==> config.mk <==
export PLATFORM = sky130hd
export DESIGN_NAME = matmul2x2_sequencer_flat
export DESIGN_NICKNAME = d
export VERILOG_FILES = /design/src/rtl/matmul2x2_sequencer_if.sv /design/src/rtl/matmul2x2_sequencer.sv /design/src/flat_wrapper.sv
export SDC_FILE = /design/constraint.sdc
export NUM_CORES = 1
export LEC_CHECK = 0
export CAP_MARGIN = 20
export CORE_ASPECT_RATIO = 1.75
export CORE_MARGIN = 3
export CORE_UTILIZATION = 35
export DETAILED_ROUTE_END_ITERATION = 6
export PLACE_DENSITY = 0.73
export SYNTH_ARGS = -nofsm -noshare
export SYNTH_HDL_FRONTEND = slang
export SYNTH_SLANG_ARGS = --single-unit
==> constraint.sdc <==
create_clock -name clk -period 2.5 [get_ports clk]
set_input_delay 0.5 -clock clk [delete_from_list [all_inputs] [get_ports clk]]
set_output_delay 0.5 -clock clk [all_outputs]
set_load 0.02 [all_outputs]
==> src/rtl/matmul2x2_sequencer_if.sv <==
// rtl/matmul2x2_sequencer_if.sv - host handshake plus shared multiplier/adder bus for the 2x2 matmul sequencer
// abort exists only when MATSEQ_ABORT_EN is defined.
interface matmul2x2_sequencer_if;
    logic        start;
    logic [15:0] a_flat;
    logic [15:0] b_flat;
`ifdef MATSEQ_ABORT_EN
    logic        abort;
`endif
    logic        busy;
    logic        done;
    logic [35:0] c_flat;
    logic [3:0]  mul_x;
    logic [3:0]  mul_y;
    logic [7:0]  mul_p;
    logic [7:0]  add_a;
    logic [7:0]  add_b;
    logic [8:0]  add_sum;

    modport slave (
        input  start, a_flat, b_flat, mul_p, add_sum,
`ifdef MATSEQ_ABORT_EN
        input  abort,
`endif
        output busy, done, c_flat, mul_x, mul_y, add_a, add_b
    );

    modport master (
        output start, a_flat, b_flat, mul_p, add_sum,
`ifdef MATSEQ_ABORT_EN
        output abort,
`endif
        input  busy, done, c_flat, mul_x, mul_y, add_a, add_b
    );
endinterface

==> src/rtl/matmul2x2_sequencer.sv <==
// rtl/matmul2x2_sequencer.sv - 2x2 unsigned 4-bit matrix multiply sequencer time-sharing one multiplier and one adder
// Optional abort support is enabled by defining MATSEQ_ABORT_EN.
module matmul2x2_sequencer (
    input  logic                 clk,
    input  logic                 rst_n,
    matmul2x2_sequencer_if.slave ifc
);

    typedef enum logic [2:0] {
        S_IDLE = 3'd0,
        S_MUL0 = 3'd1,
        S_MUL1 = 3'd2,
        S_ACC  = 3'd3,
        S_DONE = 3'd4
    } state_t;

    state_t      state_q, state_d;
    logic [1:0]  idx_q, idx_d;
    logic [15:0] a_q, a_d;
    logic [15:0] b_q, b_d;
    logic [7:0]  p0_q, p0_d;
    logic [7:0]  p1_q, p1_d;
    logic [35:0] c_q, c_d;

    logic        abort_req;
    logic [3:0]  a_i0, a_i1, b_0j, b_1j;

`ifdef MATSEQ_ABORT_EN
    assign abort_req = ifc.abort;
`else
    assign abort_req = 1'b0;
`endif

    // Row i of A comes from idx[1], column j of B from idx[0].
    always_comb begin
        a_i0 = idx_q[1] ? a_q[11:8]  : a_q[3:0];
        a_i1 = idx_q[1] ? a_q[15:12] : a_q[7:4];
        b_0j = idx_q[0] ? b_q[7:4]   : b_q[3:0];
        b_1j = idx_q[0] ? b_q[15:12] : b_q[11:8];
    end

    always_ff @(posedge clk or negedge rst_n) begin
        if (!rst_n) begin
            state_q <= S_IDLE;
            idx_q   <= 2'd0;
            a_q     <= 16'd0;
            b_q     <= 16'd0;
            p0_q    <= 8'd0;
            p1_q    <= 8'd0;
            c_q     <= 36'd0;
        end else begin
            state_q <= state_d;
            idx_q   <= idx_d;
            a_q     <= a_d;
            b_q     <= b_d;
            p0_q    <= p0_d;
            p1_q    <= p1_d;
            c_q     <= c_d;
        end
    end

    always_comb begin
        state_d = state_q;
        idx_d   = idx_q;
        a_d     = a_q;
        b_d     = b_q;
        p0_d    = p0_q;
        p1_d    = p1_q;
        c_d     = c_q;
        case (state_q)
            S_IDLE: begin
                if (ifc.start) begin
                    a_d     = ifc.a_flat;
                    b_d     = ifc.b_flat;
                    c_d     = 36'd0;
                    idx_d   = 2'd0;
                    state_d = S_MUL0;
                end
            end
            S_MUL0: begin
                p0_d    = ifc.mul_p;
                state_d = S_MUL1;
            end
            S_MUL1: begin
                p1_d    = ifc.mul_p;
                state_d = S_ACC;
            end
            S_ACC: begin
                case (idx_q)
                    2'd0:    c_d[8:0]   = ifc.add_sum;
                    2'd1:    c_d[17:9]  = ifc.add_sum;
                    2'd2:    c_d[26:18] = ifc.add_sum;
                    default: c_d[35:27] = ifc.add_sum;
                endcase
                if (idx_q == 2'd3) begin
                    state_d = S_DONE;
                end else begin
                    idx_d   = idx_q + 2'd1;
                    state_d = S_MUL0;
                end
            end
            S_DONE:  state_d = S_IDLE;
            default: state_d = S_IDLE;
        endcase
        // An abort discards this cycle's work; elements written earlier stay.
        if (abort_req && (state_q == S_MUL0 || state_q == S_MUL1 || state_q == S_ACC)) begin
            state_d = S_IDLE;
            idx_d   = 2'd0;
            p0_d    = p0_q;
            p1_d    = p1_q;
            c_d     = c_q;
        end
    end

    always_comb begin
        ifc.busy  = 1'b0;
        ifc.done  = 1'b0;
        ifc.mul_x = 4'd0;
        ifc.mul_y = 4'd0;
        ifc.add_a = 8'd0;
        ifc.add_b = 8'd0;
        case (state_q)
            S_MUL0: begin
                ifc.busy  = 1'b1;
                ifc.mul_x = a_i0;
                ifc.mul_y = b_0j;
            end
            S_MUL1: begin
                ifc.busy  = 1'b1;
                ifc.mul_x = a_i1;
                ifc.mul_y = b_1j;
            end
            S_ACC: begin
                ifc.busy  = 1'b1;
                ifc.add_a = p0_q;
                ifc.add_b = p1_q;
            end
            S_DONE:  ifc.done = 1'b1;
            default: ;
        endcase
    end

    assign ifc.c_flat = c_q;

endmodule

==> src/flat_wrapper.sv <==
// flat-port wrapper written by rule: the top's interface ports become plain ports
module matmul2x2_sequencer_flat 
  (clk, rst_n, ifc_start, ifc_a_flat, ifc_b_flat, ifc_mul_p, ifc_add_sum, ifc_busy, ifc_done, ifc_c_flat, ifc_mul_x, ifc_mul_y, ifc_add_a, ifc_add_b);
  matmul2x2_sequencer_if ifc_i ();
  input  logic clk;
  input  logic rst_n;
  input wire logic [$bits(ifc_i.start)-1:0] ifc_start;
  input wire logic [$bits(ifc_i.a_flat)-1:0] ifc_a_flat;
  input wire logic [$bits(ifc_i.b_flat)-1:0] ifc_b_flat;
  input wire logic [$bits(ifc_i.mul_p)-1:0] ifc_mul_p;
  input wire logic [$bits(ifc_i.add_sum)-1:0] ifc_add_sum;
  output wire logic [$bits(ifc_i.busy)-1:0] ifc_busy;
  output wire logic [$bits(ifc_i.done)-1:0] ifc_done;
  output wire logic [$bits(ifc_i.c_flat)-1:0] ifc_c_flat;
  output wire logic [$bits(ifc_i.mul_x)-1:0] ifc_mul_x;
  output wire logic [$bits(ifc_i.mul_y)-1:0] ifc_mul_y;
  output wire logic [$bits(ifc_i.add_a)-1:0] ifc_add_a;
  output wire logic [$bits(ifc_i.add_b)-1:0] ifc_add_b;
  assign ifc_i.start = ifc_start;
  assign ifc_i.a_flat = ifc_a_flat;
  assign ifc_i.b_flat = ifc_b_flat;
  assign ifc_i.mul_p = ifc_mul_p;
  assign ifc_i.add_sum = ifc_add_sum;
  assign ifc_busy = ifc_i.busy;
  assign ifc_done = ifc_i.done;
  assign ifc_c_flat = ifc_i.c_flat;
  assign ifc_mul_x = ifc_i.mul_x;
  assign ifc_mul_y = ifc_i.mul_y;
  assign ifc_add_a = ifc_i.add_a;
  assign ifc_add_b = ifc_i.add_b;
  matmul2x2_sequencer u_core (.clk(clk), .rst_n(rst_n), .ifc(ifc_i));
endmodule
Yosys cells after proc, flatten, opt, wreduce, memory -nomap -nowiden
Index checks and enable logic that the tools add are counted.
{"block": "word_totals", "inputBits": 52, "regBits": 89, "out_inout_bits": 62, "elab_cells": 57}
{"block": "classes", "n_reduce_logical": 11, "add_sub_neg": 1, "n_eq_ne": 13, "n_mux": 22}
{"cell": "case mux 36 bit (2 select lines)", "count": 1}
{"cell": "two-way mux 36 bit", "count": 1}
{"cell": "two-way mux 9 bit", "count": 4}
{"cell": "two-way mux 4 bit", "count": 4}
{"cell": "two-way mux 8 bit", "count": 2}
{"cell": "case mux 4 bit (2 select lines)", "count": 2}
{"cell": "AND reduction 3 bit", "count": 5}
{"cell": "!= test 2 bit (second input constant)", "count": 6}
{"cell": "case mux 3 bit (4 select lines)", "count": 1}
{"cell": "== test 3 x 2 -> 1 bit (second input constant)", "count": 2}
{"cell": "two-way mux 3 bit", "count": 2}
{"cell": "OR reduction 3 bit", "count": 2}
{"cell": "== test 2 bit (second input constant)", "count": 2}
{"cell": "two-way mux 2 bit", "count": 2}
{"cell": "case mux 2 bit (2 select lines)", "count": 1}
{"cell": "== test 3 x 1 -> 1 bit (second input constant)", "count": 1}
{"cell": "== test 3 bit (second input constant)", "count": 1}
{"cell": "logical NOT 3 bit", "count": 1}
{"cell": "adder 2 x 1 -> 2 bit (second input constant)", "count": 1}
{"cell": "== test 2 x 1 -> 1 bit (second input constant)", "count": 1}
{"cell": "logical NOT 2 bit", "count": 1}
{"cell": "two-way mux 1 bit", "count": 2}
{"cell": "AND reduction 2 bit", "count": 1}
{"cell": "nonzero test 2 bit", "count": 1}

Depth between registers and ports, before layout
Gate-level depths: netlist of the first run.
{"block": "depth", "depth_word": 4, "mapped_depth": 6}

Least setup slack after synthesis of the first run
OpenSTA, ideal clock, no wires.
{"block": "synth_path", "kind": "reg-to-output", "start": "reg u_core.state_q[2]", "end": "out ifc_add_a[4]", "path_stages_with_launch": 7, "path_slack_ns": 0.496, "n_path_buf": 4, "required_ns": 2.000, "arrival_time_ns": 1.504, "cell_sequence": "dfrtp_1 buf_4 and3b_1 buf_2 clkbuf_1 clkbuf_1 and2_1"}
{"block": "synth_between", "elab_chain_cells": 2}
{"item": "start: declaration", "line_no": "matmul2x2_sequencer.sv:17", "source": "state_t state_q, state_d;"}
{"item": "start signal: assignment", "line_no": "matmul2x2_sequencer.sv:52", "source": "state_q <= state_d;"}
{"item": "== test 3 x 2 -> 1 bit"}
{"item": "two-way mux 8 bit", "line_no": "matmul2x2_sequencer.sv:122", "source": "case (state_q)"}
{"item": "end: declaration", "line_no": "flat_wrapper.sv:17", "source": "output wire logic [$bits(ifc_i.add_a)-1:0] ifc_add_a;"}
No other way between the ends.

Final worst setup path of the first run
{"block": "layout_path", "start": "reg u_core.state_q[0]", "end": "out ifc_done"}
{"block": "layout_between", "elab_chain_cells": 2}
{"item": "== test 3 bit", "line_no": "matmul2x2_sequencer.sv:122"}
{"item": "two-way mux 1 bit", "line_no": "matmul2x2_sequencer.sv:122"}
{"item": "end: declaration", "line_no": "flat_wrapper.sv:13", "source": "output wire logic [$bits(ifc_i.done)-1:0] ifc_done;"}
No other way between the ends.

==> results of run 1 <==
==> routing by layer <==
| layer | vias up | share of wire [%] | GRT usage, % |
|---|---|---|---|
| met5 | - | 0 | 0 |
| met4 | 0 | 1.8 | 5.63 |
| met3 | 11 | 4.5 | 3.06 |
| met2 | 66 | 57 | 26.5 |
| met1 | 1270 | 37 | 15.5 |
| li1 | 1192 | - | - |
==> stage by stage <==
stage               cell area (sq um)  util [%]
CTS                              5530      51.4
detailed placement               5230      48.6
global placement                 5230      48.6
global route                     5530      51.4
floorplan                        3900         -
finish                           5530      51.4
==> sequential cells by signal (all words and copies together) (netlist names) <==
signal and cells:
u_core.b_q 16, u_core.p0_q 8, u_core.state_q 3, u_core.idx_q 2, u_core.ifc.c_flat 36, u_core.a_q 16, u_core.p1_q 8
==> layout make-up <==
| cell class | count | area share [%] |
|---|---|---|
| clock buffer | 10 | 4.32 |
| clock inverter | 6 | 1.63 |
| inverter | 4 | 0.271 |
| multi-input combinational | 160 | 28.1 |
| sequential | 89 | 40.2 |
| tap | 130 | 2.94 |
| timing repair buffer | 129 | 22.5 |
==> power breakdown <==
part | leakage [uW] | switching (uW) | internal [uW] | total (uW)
Clock | 0.000159 | 540 | 905 | 1440
Combinational | 0.00126 | 1590 | 1810 | 3390
Sequential | 0.00111 | 407 | 2100 | 2510
Total | 0.00253 | 2530 | 4820 | 7350
==> logic make-up after synthesis <==
logic type / synth area share [%]
simple gates: 6.68
compound gates: 2.99
fa+ha+maj: 1.61
flops: 57.2
buf+inv: 2.89
mux: 28.7
==> critical path: stages (launching register included) <==
cell,delay (ns)
dfrtp_1,0.47
buf_4,0.20
nor3_1,0.23
clkdlybuf4s50_1,0.66
==> worst min-delay path by stage <==
stage	startpoint	slack [ns]	to	depth (start not counted)
floorplan	rst_n	0.20	u_core.a_q[0]	0
global placement	u_core.ifc.c_flat[28]	0.47	u_core.ifc.c_flat[28]	1
detailed placement	u_core.p0_q[5]	0.49	u_core.p0_q[5]	1
CTS	rst_n	0.17	u_core.ifc.c_flat[15]	1
global route	rst_n	0.19	u_core.ifc.c_flat[15]	1
finish	rst_n	0.16	u_core.ifc.c_flat[15]	1
==> placed cells by master, fill, tap and decap left out, drive strengths merged, types with 3 or more instances in the layout <==
cell,synthesis,final
dlygate4sd2,0,24
buf,12,17
o22ai,8,8
dfrtp,89,89
a41o,4,4
clkdlybuf4s50,0,88
mux2,85,85
nor2,3,3
clkbuf,4,10
mux2i,16,16
and2,25,25
inv,4,5
ha,5,5
==> what timing repair did <==
action,in CTS,in global routing
buffers inserted,1,0
setup endpoints to repair,24,0
gates resized for setup,24,0
==> impl_results.md, run 1 <==
- Hold Vio Cnt, Final: 0
- PortBufs: around 110
- Num Clock Sinks: 89
- H-tree levels: 3
- RSZ-0062 raised after global routing: no
- DR vias: between 2000 and 3000
- Non-Filler Instances: ~530
- Setup slack after layout: roughly 0.12 ns
- Worst Clk Skew: 0.00679 ns
- Nets: 450
- Initial Util: 36.2%
- Vias in the first global route: between 2000 and 3000
- Wire per inst: around 16 microns
- Peak Freq: 420 MHz
- First-pass DRT Iterations: 4
- Fin. max-slew vios: 0
- Reg2reg start: u_core.state_q[0]
- Routed Antenna Nets: 0
- Crit. Startpoint: u_core.state_q[0]
- Synth top cells by count: 89 x dfrtp_1, 84 x mux2_2, 25 x and2_1
- Total Routing Usage GR: ~14%
- Post-synthesis register bit count: 89
- Layout fillers: between 900 and 1000
- TritonCTS clock tree: yes
- CTS root buf: clkbuf_16
- Post-route clock period utilization: 95.2%
- Pin count of the biggest net entering global routing: 48
- FFs w/ async S/R, synth: between 90% and 100%
- Residual DRC: 0
- Multi-input logic area: between 1500 and 2000 sq um
- Status: completed
- Worst Path Required: ~2.0 ns
- Share of layout cells above drive strength 1: roughly 30%
- Antenna cell count: 0
- Boundary pin count: between 100 and 150
- Total wire length: about 8700 microns
- Synth area leaders: dfrtp_1 57%, mux2_2 24%, mux2i_1 4.1%, and2_1 4.0%, buf_4 1.7%
- Power, Total: between 7000 and 8000 uW
- Main synth FF type: dfrtp_1
- Area growth syn-to-layout: 42.0%
- Post-synthesis cell count: 269
- Startpoint Class: flip-flop
- Placed cell count: a little over 500
- Critical Path AT: ~1.9 ns
- Post-CTS Hold Buffers: 0
- Maximum fanout along the worst path: 8
- Clk_lat worst skew: roughly 0.34 ns
- R2r worst-path depth: 5
- Post-synth EDFFs: 0
- Dpl hpwl: roughly 6500 microns
- First-pass GRT wire length: 13900 microns
- Buffer depth of the longest clock path: 2
- Routed vias/inst: 4.81
- Setup Crit Path Kind: reg -> out
- DRT iter0 DRCs: 45
- Reg2Reg Capture Point: u_core.ifc.c_flat[32]
- Hold WC Path Type: in -> async
- Die Y: 146 microns
- Sequential share of the synthesized area: a little under three fifths
- Total congestion overflow: 0
- Setup_tns: 0 ns
- Core Box Area: about 11000 sq um
- Period minus WS final: roughly 2.4 ns
- Relative slew slack: slightly below 60%
- Max-Cap Viols: 0
- Most numerous cell in the Yosys netlist: dfrtp_1
- Final setup viols: 0
- Post-Syn Nets: roughly 330
- Area taken by flip-flops and latches: ~2200 sq um
- PD cells: 1330 nW/um^2
- Die area: around 12000 sq um
- Row count: 50
- Setup crit end: ifc_done
- TritonCTS buffer count: 9
- Syn. warnings: 0
- Slew @ Worst Pin: roughly 0.61 ns
- GPL Wtd Cong: 0.757
- R2R Setup Slk: 0.50 ns
- CP Capture Type: output port
- Synth Area per Inst: 14.5 sq um
- Synth area leader: dfrtp_1
- Place WS: 0.0384 ns
- Number of library cell types mapped by synthesis: 26
- Cell area after synthesis: a little under 4000 sq um
- Hold Slack: 0.157 ns
- Leakage Power: approximately 0.0025 uW
- Maximum vdd drop: just under 0.0006 V
- Initial antenna violation count: 0
- Clock transition at path regs: 0.06 ns
- Top cell type's share of synthesized area: between 50% and 60%
- Die width: between 80 and 90 microns
(Power assumes the default switching activity.)
==> run 2: changes to the inputs <==
--- a/config.mk
+++ b/config.mk
@@ -11,6 +11,7 @@
 export CORE_UTILIZATION = 35
 export DETAILED_ROUTE_END_ITERATION = 6
 export PLACE_DENSITY = 0.73
+export SKIP_LAST_GASP = 1
 export SYNTH_ARGS = -nofsm -noshare
 export SYNTH_HDL_FRONTEND = slang
 export SYNTH_SLANG_ARGS = --single-unit
==> results of run 2 <==
Final layout, timing and power as in run 1 (identical DEF).
